$ cat config.mk
export PLATFORM = sky130hd
export DESIGN_NAME = digiota_scan_ctrl_flat
export DESIGN_NICKNAME = d
export VERILOG_FILES = /design/src/rtl/digiota_scan_ctrl_if.sv /design/src/rtl/digiota_scan_ctrl.sv /design/src/flat_wrapper.sv
export SDC_FILE = /design/constraint.sdc
export NUM_CORES = 1
export LEC_CHECK = 0
export BUFFER_PORTS_ARGS = -buffer_cell sky130_fd_sc_hd__buf_2
export CORE_MARGIN = 4
export CORE_UTILIZATION = 58
export CTS_CLUSTER_DIAMETER = 200
export CTS_CLUSTER_SIZE = 10
export DETAILED_ROUTE_END_ITERATION = 10
export GPL_ROUTABILITY_DRIVEN = 0
export PLACE_DENSITY = 0.78
export SKIP_LAST_GASP = 1
export SLEW_MARGIN = 20
export SYNTH_ARGS = -nofsm -noshare
export SYNTH_HDL_FRONTEND = slang
export SYNTH_SLANG_ARGS = --single-unit
$ cat constraint.sdc
create_clock -name clk -period 3.2 [get_ports clk]
set_input_delay 0.64 -clock clk [delete_from_list [all_inputs] [get_ports clk]]
set_output_delay 0.64 -clock clk [all_outputs]
set_load 0.005 [all_outputs]
$ cat src/rtl/digiota_scan_ctrl_if.sv
// Control and result handshake bundle for the digital OTA scan sequencer.
// master: scan requester / result consumer; slave: the sequencer.
interface digiota_scan_ctrl_if #(
  parameter int unsigned NCH   = 4,
  parameter int unsigned CH_W  = 2,
  parameter int unsigned CNT_W = 5
);
  logic             start;
  logic             abort;
  logic [NCH-1:0]   ch_mask;
  logic             busy;
  logic             done;
  logic             res_valid;
  logic             res_ready;
  logic [CH_W-1:0]  res_ch;
  logic [CNT_W-1:0] res_count;
  logic             res_bit;

  modport master (
    output start, abort, ch_mask, res_ready,
    input  busy, done, res_valid, res_ch, res_count, res_bit
  );

  modport slave (
    input  start, abort, ch_mask, res_ready,
    output busy, done, res_valid, res_ch, res_count, res_bit
  );
endinterface

$ cat src/rtl/digiota_scan_ctrl.sv
// Time-shares one OTA/comparator across NCH channels: select, settle, count
// comparator-high samples, and hand each result out over valid/ready.
module digiota_scan_ctrl #(
  parameter int unsigned NCH    = 4,
  parameter int unsigned CH_W   = 2,
  parameter int unsigned SETTLE = 8,
  parameter int unsigned NSAMP  = 16,
  parameter int unsigned CNT_W  = 5
) (
  input  logic            clk,
  input  logic            rst_n,
  input  logic            cmp_in,
  output logic [CH_W-1:0] ch_sel,
  output logic            ota_en,
  digiota_scan_ctrl_if.slave bus
);

  localparam int unsigned TMR_W = 8;

  typedef enum logic [1:0] {
    ST_IDLE,
    ST_SETTLE,
    ST_SAMPLE,
    ST_REPORT
  } state_t;

  state_t           state;
  logic [NCH-1:0]   scan_mask;
  logic [TMR_W-1:0] settle_cnt;
  logic [TMR_W-1:0] samp_cnt;
  logic [CNT_W-1:0] acc;
  logic             sync1;
  logic             sync2;

  logic [CNT_W-1:0] acc_final_c;
  logic             maj_c;
  logic [NCH-1:0]   mask_rem_c;

  // Lowest set bit gives ascending scan order.
  function automatic logic [CH_W-1:0] lowest(input logic [NCH-1:0] m);
    lowest = '0;
    for (int i = int'(NCH) - 1; i >= 0; i--) begin
      if (m[i]) lowest = CH_W'(i);
    end
  endfunction

  always_comb begin
    acc_final_c = acc + CNT_W'(sync2);
    maj_c       = {acc_final_c, 1'b0} > (CNT_W + 1)'(NSAMP);
    mask_rem_c  = scan_mask & ~(NCH'(1) << ch_sel);
  end

  always_ff @(posedge clk) begin
    if (!rst_n) begin
      state         <= ST_IDLE;
      scan_mask     <= '0;
      settle_cnt    <= '0;
      samp_cnt      <= '0;
      acc           <= '0;
      sync1         <= 1'b0;
      sync2         <= 1'b0;
      ch_sel        <= '0;
      ota_en        <= 1'b0;
      bus.busy      <= 1'b0;
      bus.done      <= 1'b0;
      bus.res_valid <= 1'b0;
      bus.res_ch    <= '0;
      bus.res_count <= '0;
      bus.res_bit   <= 1'b0;
    end else begin
      sync1    <= cmp_in;
      sync2    <= sync1;
      bus.done <= 1'b0;
      // Abort wins over start and over a handshake in the same cycle.
      if (bus.abort && state != ST_IDLE) begin
        state         <= ST_IDLE;
        scan_mask     <= '0;
        ota_en        <= 1'b0;
        bus.busy      <= 1'b0;
        bus.res_valid <= 1'b0;
      end else begin
        case (state)
          ST_IDLE: begin
            if (bus.start && !bus.abort) begin
              if (bus.ch_mask != '0) begin
                scan_mask  <= bus.ch_mask;
                ch_sel     <= lowest(bus.ch_mask);
                settle_cnt <= TMR_W'(SETTLE - 1);
                ota_en     <= 1'b1;
                bus.busy   <= 1'b1;
                state      <= ST_SETTLE;
              end else begin
                bus.done <= 1'b1;
              end
            end
          end
          ST_SETTLE: begin
            if (settle_cnt == '0) begin
              acc      <= '0;
              samp_cnt <= '0;
              state    <= ST_SAMPLE;
            end else begin
              settle_cnt <= settle_cnt - TMR_W'(1);
            end
          end
          ST_SAMPLE: begin
            acc      <= acc_final_c;
            samp_cnt <= samp_cnt + TMR_W'(1);
            if (samp_cnt == TMR_W'(NSAMP - 1)) begin
              bus.res_count <= acc_final_c;
              bus.res_ch    <= ch_sel;
              bus.res_bit   <= maj_c;
              bus.res_valid <= 1'b1;
              ota_en        <= 1'b0;
              state         <= ST_REPORT;
            end
          end
          ST_REPORT: begin
            if (bus.res_ready) begin
              bus.res_valid <= 1'b0;
              scan_mask     <= mask_rem_c;
              if (mask_rem_c != '0) begin
                ch_sel     <= lowest(mask_rem_c);
                settle_cnt <= TMR_W'(SETTLE - 1);
                ota_en     <= 1'b1;
                state      <= ST_SETTLE;
              end else begin
                bus.busy <= 1'b0;
                bus.done <= 1'b1;
                state    <= ST_IDLE;
              end
            end
          end
          default: state <= ST_IDLE;
        endcase
      end
    end
  end

endmodule

$ cat src/flat_wrapper.sv
// flat-port wrapper written by rule: the top's interface ports become plain ports
module digiota_scan_ctrl_flat 
#(
  parameter int unsigned NCH    = 4,
  parameter int unsigned CH_W   = 2,
  parameter int unsigned SETTLE = 8,
  parameter int unsigned NSAMP  = 16,
  parameter int unsigned CNT_W  = 5
)
  (clk, rst_n, cmp_in, ch_sel, ota_en, bus_start, bus_abort, bus_ch_mask, bus_res_ready, bus_busy, bus_done, bus_res_valid, bus_res_ch, bus_res_count, bus_res_bit);
  digiota_scan_ctrl_if #(.NCH(NCH), .CH_W(CH_W), .CNT_W(CNT_W)) bus_i ();
  input  logic clk;
  input  logic rst_n;
  input  logic cmp_in;
  output logic [CH_W-1:0] ch_sel;
  output logic ota_en;
  input wire logic [$bits(bus_i.start)-1:0] bus_start;
  input wire logic [$bits(bus_i.abort)-1:0] bus_abort;
  input wire logic [$bits(bus_i.ch_mask)-1:0] bus_ch_mask;
  input wire logic [$bits(bus_i.res_ready)-1:0] bus_res_ready;
  output wire logic [$bits(bus_i.busy)-1:0] bus_busy;
  output wire logic [$bits(bus_i.done)-1:0] bus_done;
  output wire logic [$bits(bus_i.res_valid)-1:0] bus_res_valid;
  output wire logic [$bits(bus_i.res_ch)-1:0] bus_res_ch;
  output wire logic [$bits(bus_i.res_count)-1:0] bus_res_count;
  output wire logic [$bits(bus_i.res_bit)-1:0] bus_res_bit;
  assign bus_i.start = bus_start;
  assign bus_i.abort = bus_abort;
  assign bus_i.ch_mask = bus_ch_mask;
  assign bus_i.res_ready = bus_res_ready;
  assign bus_busy = bus_i.busy;
  assign bus_done = bus_i.done;
  assign bus_res_valid = bus_i.res_valid;
  assign bus_res_ch = bus_i.res_ch;
  assign bus_res_count = bus_i.res_count;
  assign bus_res_bit = bus_i.res_bit;
  digiota_scan_ctrl #(.NCH(NCH), .CH_W(CH_W), .SETTLE(SETTLE), .NSAMP(NSAMP), .CNT_W(CNT_W)) u_core (.clk(clk), .rst_n(rst_n), .cmp_in(cmp_in), .ch_sel(ch_sel), .ota_en(ota_en), .bus(bus_i));
endmodule
==> results.tsv, run 1 <==
metric	value	unit
status	completed	
cts_tree	yes	
tightest_slew	0.9849	ns
end_kind	flop	
grt.overflow.total	0	
finalNonFillerCells	347	
rsz0062_at_grt	false	
power.total	1.849	mW
synth_ff_type	dfxtp_1	
portBuffers	23	
core_area	3799	um^2
synthCells	283	
dpl.cell_count	339	
die_x	71.92	um
synth.yosys.seq_area_share	0.3633	
final_hold_viol_count	0	
power_density	708.3	nW/um^2
yosysUniqueCellTypes	60	
rr_worst_depth	8	
track_usage	0.2048	
yosys_warnings	0	
p_sw	0.6803	mW
wire_per_inst	14.74	um
synth_edf_count	0	
die_area	5172	um^2
tns	0	ns
cts-root-buf	clkbuf_8	
antenna_found_initial	0	
critPathKind	flop to flop	
pin_count	24	
drt_iter0_drc	212	
final_cell_area	2611	um^2
drt_pass1_iterations	4	
diodes	0	
areaGrowthSynthToFinish	10.19	%
drcViolationCount	0	
p_leak	0.9719	nW
hold_start	u_core.sync1	
drive_gt1_frac	0.1405	
clock_path_buffers	2	
htree_num_levels	2	
slew_viol_final	0	
crit_fanout	17	
r2r_end	u_core.settle_cnt[3]	
p_comb_frac	0.369	
startpoint	u_core.state[0]	
drv_cap	0	
fmax	0.3852	GHz
arrival	2.77	ns
cts_buffers	5	
post-route-period-util	0.8112	
syn_avg_cell_area	8.374	um^2
slew_headroom	0.3403	
skew	0.005416	ns
initial_core_util	0.6238	
switching_share	0.3678	
clock_sinks	43	
grt_max_degree	20	
cts_setup_buffers	0	
critPathLaunchType	flop	
totalWireLength	5116	um
async_reset_ff_frac	0	
hold_buffers	0	
cp_data_required_time	3.37	ns
ctsResizeCount	0	
clock_latency	0.29	ns
netlist_area	2370	um^2
r2r_start	u_core.state[0]	
synth_seq_cells	43	
r2r_slack	0.60	ns
routed_via_density	6.089	
grt_pass1_wl	8638	um
hold_depth	1	
min_path_type	flop to flop	
routed-via-count	2113	
finalCriticalPeriod	2.596	ns
first_global_vias	1909	
holdPathEnd	u_core.sync2	
setup_viol	0	
syn_nets	303	
path_clk_slew	0.08	ns
ir_worst_vdd	0.0002962	V
antenna_left	0	
die_h	71.92	um
fin_nets	318	
internal_power	1.169	mW
hpwlAfterDp	3603	um
power.share.clock	0.270	
power_frac_seq	0.361	
dpl_cell_area	2479	um^2
rows	22	
[flip-flops by register name, summed over array words and instances (netlist names)]
| signal | count |
|---|---|
| u_core.samp_cnt | 8 |
| u_core.settle_cnt | 8 |
| u_core.acc | 5 |
| u_core.bus.res_count | 5 |
| u_core.scan_mask | 4 |
| u_core.bus.res_ch | 2 |
| u_core.ch_sel | 2 |
| u_core.state | 2 |
| u_core.bus.busy | 1 |
| u_core.bus.done | 1 |
| u_core.bus.res_bit | 1 |
| u_core.bus.res_valid | 1 |
| u_core.ota_en | 1 |
| u_core.sync1 | 1 |
| u_core.sync2 | 1 |
[how the worst max path moves through the flow]
stage                                end  slack (ns)  depth (start not counted)
global placement    u_core.settle_cnt[5]        0.80                          8
CTS                 u_core.settle_cnt[3]        0.65                          8
finish              u_core.settle_cnt[3]        0.60                          8
global route        u_core.settle_cnt[7]        0.41                          8
floorplan           u_core.settle_cnt[3]        0.93                         10
detailed placement  u_core.settle_cnt[3]        0.65                          8
[Yosys cell counts (3+ instances only)]
master	number	area share
dfxtp_1	43	0.36
nor2_1	32	0.051
nand2_1	16	0.025
a21oi_1	15	0.032
nor3_1	15	0.032
o21ai_0	14	0.030
nand3_1	13	0.027
clkbuf_1	11	0.017
inv_1	11	0.017
ha_1	10	0.053
xnor2_1	9	0.033
mux2i_1	8	0.034
a211oi_1	7	0.022
or3_1	5	0.013
a31oi_1	4	0.011
nand2b_1	4	0.011
nand4_1	4	0.011
o211ai_1	4	0.013
and2_1	3	0.0079
o21a_1	3	0.0095
o31a_1	3	0.011
[power by group through the flow]
stage	sequential, mW	combinational, mW	clock (mW)
finish	0.668	0.682	0.499
global placement	0.677	0.652	0
detailed placement	0.678	0.662	0
global route	0.678	0.756	0.527
floorplan	0.651	0.552	0
CTS	0.666	0.671	0.502
[worst max-delay path: stages, from the launching register on]
cell and delay (ns):
dfxtp_1 0.34, inv_1 0.20, ha_1 0.35, nor2b_1 0.09, buf_4 0.20, a311o_1 0.34
or3_1 0.44, o311ai_0 0.38, o21ai_0 0.14
[layer usage]
| layer | GRT usage | up-vias | share of wire | wire, um |
|---|---|---|---|---|
| met3 | 0.04709 | 9 | 0.059 | 302 |
| li1 | - | 1059 | - | - |
| met1 | 0.2814 | 977 | 0.48 | 2433 |
| met5 | 0 | - | 0 | 0 |
| met2 | 0.3173 | 68 | 0.45 | 2304 |
| met4 | 0.06889 | 0 | 0.014 | 74 |
[layout make-up]
cell class	instances	area (um^2)
Sequential cell	43	860.8
Multi-Input combinational cell	213	1394
Fill cell	324	1187
Timing Repair Buffer	24	122.6
Tap cell	48	60.06
Clock inverter	2	60.06
Inverter	11	41.29
Clock buffer	6	72.57
[per-stage QoR]
step                utilization  setup WS [ns]  hold slack (ns)
CTS                      0.6874         0.6465           0.4469
global placement         0.6525         0.7958           0.4165
detailed placement       0.6525         0.6488           0.4250
global route             0.6874         0.4105           0.4651
finish                   0.6874         0.6041           0.4401
floorplan                     -         0.9322           0.4119
[cell families after synthesis]
family          share of synthesized area
fa+ha+maj                         0.05280
mux                               0.03379
simple gates                       0.2423
buf+inv                           0.04857
xor+xnor                          0.04066
flops                              0.3633
compound gates                     0.2186
[layout by cell type (no fill, tap or decap), drive strengths merged, types with 4 or more instances in the layout]
| master | synthesis | routed |
|---|---|---|
| a211oi | 8 | 8 |
| a21oi | 15 | 15 |
| a31oi | 4 | 4 |
| buf | 5 | 24 |
| clkbuf | 11 | 6 |
| dfxtp | 43 | 43 |
| ha | 10 | 10 |
| inv | 11 | 11 |
| mux2i | 8 | 8 |
| nand2 | 16 | 16 |
| nand2b | 4 | 4 |
| nand3 | 13 | 13 |
| nand4 | 4 | 4 |
| nor2 | 33 | 33 |
| nor3 | 15 | 15 |
| o211ai | 4 | 4 |
| o21a | 4 | 4 |
| o21ai | 16 | 16 |
| or3 | 5 | 5 |
| xnor2 | 9 | 9 |
Power figures use the tool's default switching activity.
==> inputs of run 2 (changes only) <==
--- a/config.mk
+++ b/config.mk
@@ -7,12 +7,12 @@
 export LEC_CHECK = 0
 export BUFFER_PORTS_ARGS = -buffer_cell sky130_fd_sc_hd__buf_2
 export CORE_MARGIN = 4
-export CORE_UTILIZATION = 58
+export CORE_UTILIZATION = 53
 export CTS_CLUSTER_DIAMETER = 200
 export CTS_CLUSTER_SIZE = 10
 export DETAILED_ROUTE_END_ITERATION = 10
 export GPL_ROUTABILITY_DRIVEN = 0
-export PLACE_DENSITY = 0.78
+export PLACE_DENSITY = 0.75
 export SKIP_LAST_GASP = 1
 export SLEW_MARGIN = 20
 export SYNTH_ARGS = -nofsm -noshare
==> constraint.sdc (replaced) <==
create_clock -name clk -period 2.25 [get_ports clk]
set_input_delay 0.45 -clock clk [delete_from_list [all_inputs] [get_ports clk]]
set_output_delay 0.45 -clock clk [all_outputs]
set_load 0.005 [all_outputs]
==> results.tsv, run 2 (synthesized netlist as in run 1, its figures left out) <==
metric	value	unit
layout_common_cells	dfxtp_1, nor2_1, buf_2	
ir_worst_vdd	0.0004828	V
clock_sinks	43	
cts_tree	yes	
seq_area	860.8	um^2
areaGrowthSynthToFinish	15.89	%
track_usage	0.1982	
min_path_type	primary input to flop	
hold_start	cmp_in	
skew	0.003039	ns
top_regs	u_core.samp_cnt: 8 flops, u_core.settle_cnt: 8 flops	
diodes	0	
dpl_cell_area	2641	um^2
wire_per_inst	14.04	um
first_global_vias	1916	
setup_viol	0	
drv_cap	0	
tightest_slew	0.4929	ns
rr_worst_depth	7	
drcViolationCount	0	
p_leak	1.064	nW
cp_data_required_time	2.44	ns
die_h	74.87	um
die_x	74.87	um
arrival	2.28	ns
initial_core_util	0.5443	
cts_setup_buffers	0	
clock_path_buffers	2	
portBuffers	23	
cts-root-buf	clkbuf_8	
cts_buffers	5	
grt_pass1_wl	8804	um
post-route-period-util	0.9325	
drt_pass1_iterations	4	
routed-via-count	2169	
holdPathEnd	u_core.sync1	
startpoint	u_core.settle_cnt[0]	
clock_latency	0.30	ns
crit_fanout	4	
drive_gt1_frac	0.2094	
final_hold_viol_count	0	
final_cell_area	2746	um^2
core_area	4354	um^2
critPathKind	flop to flop	
finalCriticalPeriod	2.098	ns
rows	24	
htree_num_levels	2	
routed_via_density	5.831	
fin_nets	339	
fmax	0.4766	GHz
power_density	950.6	nW/um^2
ctsResizeCount	0	
final_common_cell	dfxtp_1	
end_kind	flop	
path_clk_slew	0.09	ns
multiInputGateArea	1404	um^2
hold_buffers	0	
status	completed	
totalWireLength	5222	um
r2r_slack	0.15	ns
rsz0062_at_grt	false	
tns	0	ns
slew_viol_final	0	
critPathLaunchType	flop	
r2r_end	u_core.state[0]	
slew_headroom	0.6680	
r2r_start	u_core.settle_cnt[0]	
hold_depth	2	
grt.overflow.total	0	
antenna_left	0	
die_area	5605	um^2
pin_count	24	
drt_iter0_drc	194	
antenna_found_initial	0	
hpwlAfterDp	3888	um
grt_max_degree	20	
fillers	374	
run 2: through the flow:
step           setup slack [ns]  cells  utilization  hold slack [ns]  power, mW
6_report                 0.1518    372       0.6307           0.3545      2.611
2_1_floorplan           0.05208    283            -           0.4119      1.712
4_1_cts                 0.08726    372       0.6284           0.3416      2.592
3_3_place_gp             0.1711    364       0.6066           0.4170      2.055
5_1_grt                 0.01711    372       0.6307           0.3464      2.796
3_5_place_dp             0.1052    364       0.6066           0.4285      2.062
run 2: area by class of cell:
cell class / count / area share
multi-input cells: 213 / 0.5112
flip-flops and latches: 43 / 0.3134
repair buffers: 45 / 0.1021
clock buffers: 5 / 0.02506
well taps: 52 / 0.02369
inverters: 11 / 0.01503
clock inverters: 3 / 0.009567
run 2: worst max-delay path by stage:
stage | end | cells after the start
6_report | u_core.state[0] | 7
3_3_place_gp | u_core.settle_cnt[5] | 7
3_5_place_dp | u_core.settle_cnt[5] | 7
4_1_cts | u_core.settle_cnt[5] | 7
5_1_grt | u_core.settle_cnt[3] | 7
2_1_floorplan | u_core.settle_cnt[3] | 10
run 2: where the power goes:
part	total, mW	switching (mW)	leakage (nW)	internal [mW]
Combinational	1.17	0.657	0.665	0.511
Sequential	0.914	0.0722	0.349	0.842
Clock	0.528	0.298	0.0495	0.231
run 2: routing by layer:
metal  track usage  vias to the layer above  part of all wire
li1              -                     1108                 -
met1        0.2776                      994              0.49
met2        0.3162                       58              0.45
met3       0.03605                        9             0.052
met4       0.04743                        0             0.015
met5             0                        -                 0
run 2: worst max-delay path, cell delays in order, from the launching register on:
cell       delay, ns
dfxtp_1         0.35
inv_1           0.08
ha_1            0.14
nor4b_2         0.32
a21boi_1        0.11
or4b_4          0.57
a2111oi_4       0.34
a211oi_2        0.08
==> inputs of run 3 (changes only) <==
--- a/config.mk
+++ b/config.mk
@@ -7,12 +7,12 @@
 export LEC_CHECK = 0
 export BUFFER_PORTS_ARGS = -buffer_cell sky130_fd_sc_hd__buf_2
 export CORE_MARGIN = 4
-export CORE_UTILIZATION = 53
+export CORE_UTILIZATION = 35
 export CTS_CLUSTER_DIAMETER = 200
 export CTS_CLUSTER_SIZE = 10
 export DETAILED_ROUTE_END_ITERATION = 10
 export GPL_ROUTABILITY_DRIVEN = 0
-export PLACE_DENSITY = 0.75
+export PLACE_DENSITY = 0.53
 export SKIP_LAST_GASP = 1
 export SLEW_MARGIN = 20
 export SYNTH_ARGS = -nofsm -noshare
==> results.tsv, run 3 (synthesized netlist as in run 1, its figures left out) <==
metric	value	unit
status	completed	
layout_common_cells	dfxtp_1, nor2_1, buf_2, buf_4, nand2_1	
p_comb_frac	0.439	
fillers	674	
drt_iter0_drc	87	
drcViolationCount	0	
ctsResizeCount	0	
die_x	90.29	um
pin_count	24	
path_clk_slew	0.08	ns
cp_data_required_time	2.41	ns
drv_cap	0	
hold_depth	2	
first_global_vias	2091	
totalWireLength	5880	um
power.share.clock	0.215	
holdPathEnd	u_core.sync1	
r2r_end	u_core.state[0]	
drt_pass1_iterations	4	
slew_headroom	0.5944	
grt.overflow.total	0	
diodes	0	
rr_worst_depth	7	
final_common_cell	dfxtp_1	
cts_buffers	5	
portBuffers	23	
cts_tree	yes	
ir_worst_vdd	0.0003835	V
skew	0.01148	ns
htree_num_levels	2	
final_core_util	0.4380	
tns	0	ns
critPathKind	flop to flop	
routed_via_density	5.503	
antenna_found_initial	0	
final.setup.worst_slack	0.1156	ns
grt_pass1_wl	9894	um
post-route-period-util	0.9486	
dpl_cell_area	2700	um^2
end_kind	flop	
routed-via-count	2190	
switching_share	0.3711	
final_cell_area	2829	um^2
p_sw	0.9974	mW
core_area	6459	um^2
antenna_left	0	
grt_max_degree	18	
hpwlAfterDp	4327	um
die_h	90.29	um
rsz0062_at_grt	false	
crit_buf_inv	1	
crit_family	simple AND/OR/NAND/NOR gates	
critPathLaunchType	flop	
clock_latency	0.29	ns
die_area	8151	um^2
internal_power	1.691	mW
r2r_start	u_core.settle_cnt[1]	
critPathMaxStageDelay	0.57	ns
tightest_slew	0.6056	ns
clock_sinks	43	
fmax	0.4685	GHz
path_cells	inv_1 -> ha_1 -> nor4b_4 -> a21boi_1 -> or4b_4 -> a2111oi_4 -> a211oi_2	
cp_slowest_cell	or4b_4	
r2r_slack	0.12	ns
cts_setup_buffers	0	
areaGrowthSynthToFinish	19.38	%
track_usage	0.1471	
crit_fanout	5	
power.total	2.688	mW
rows	29	
finalCriticalPeriod	2.134	ns
setup_viol	0	
drive_gt1_frac	0.2150	
p_leak	1.088	nW
cts-root-buf	clkbuf_8	
slew_viol_final	0	
power_frac_seq	0.346	
final_hold_viol_count	0	
fin_nets	341	
arrival	2.30	ns
hold_buffers	0	
wire_per_inst	14.77	um
power_density	950.1	nW/um^2
min_path_type	primary input to flop	
clock_path_buffers	2	
hold_start	cmp_in	
initial_core_util	0.3669	
top_regs	u_core.samp_cnt: 8 flops, u_core.settle_cnt: 8 flops	
dp_slack	0.04044	ns
-- run 3: worst reg2reg max path, stage by stage, from the launching register on --
cell	delay (ns)
dfxtp_2	0.35
inv_1	0.12
ha_1	0.16
nor4b_4	0.27
a21boi_1	0.11
or4b_4	0.57
a2111oi_4	0.36
a211oi_2	0.07
-- run 3: worst max-delay path by stage --
stage / from / endpoint / slack (ns) / cells after the start
2_1_floorplan: u_core.state[0] / u_core.settle_cnt[3] / 0.05 / 10
3_3_place_gp: u_core.settle_cnt[1] / u_core.settle_cnt[5] / 0.07 / 7
3_5_place_dp: u_core.settle_cnt[1] / u_core.settle_cnt[5] / 0.04 / 7
4_1_cts: u_core.settle_cnt[1] / u_core.settle_cnt[5] / 0.02 / 7
5_1_grt: u_core.settle_cnt[0] / u_core.settle_cnt[5] / 0.0003 / 7
6_report: u_core.settle_cnt[1] / u_core.state[0] / 0.12 / 7
-- run 3: layout make-up --
class                      count  area (um^2)  share of cell area
multi-input combinational    213         1419              0.5015
sequential                    43        862.1              0.3047
timing repair buffer          47        307.8              0.1088
tap                           77        96.34             0.03406
clock buffer                   6        72.57             0.02565
inverter                      11        41.29             0.01460
clock inverter                 1        30.03             0.01061
-- run 3: routing by layer --
layer,wire (um),global-route usage,vias up
met5,0,0,-
met3,244,0.02917,4
met4,41,0.03699,0
met2,2823,0.2520,47
met1,2771,0.1891,1038
li1,-,-,1101
-- run 3: power by group through the flow --
| stage | clock, mW | combinational [mW] | sequential [mW] |
|---|---|---|---|
| 4_1_cts | 0.602 | 1.14 | 0.925 |
| 3_5_place_dp | 0 | 1.13 | 0.943 |
| 5_1_grt | 0.641 | 1.31 | 0.948 |
| 3_3_place_gp | 0 | 1.14 | 0.940 |
| 2_1_floorplan | 0 | 0.785 | 0.927 |
| 6_report | 0.579 | 1.18 | 0.930 |
-- run 3: stage by stage --
| stage | hold slack [ns] | instances |
|---|---|---|
| after floorplan | 0.4119 | 283 |
| after global placement | 0.4178 | 391 |
| after detailed placement | 0.4169 | 391 |
| after CTS | 0.3532 | 398 |
| after global routing | 0.3606 | 398 |
| final | 0.3575 | 398 |
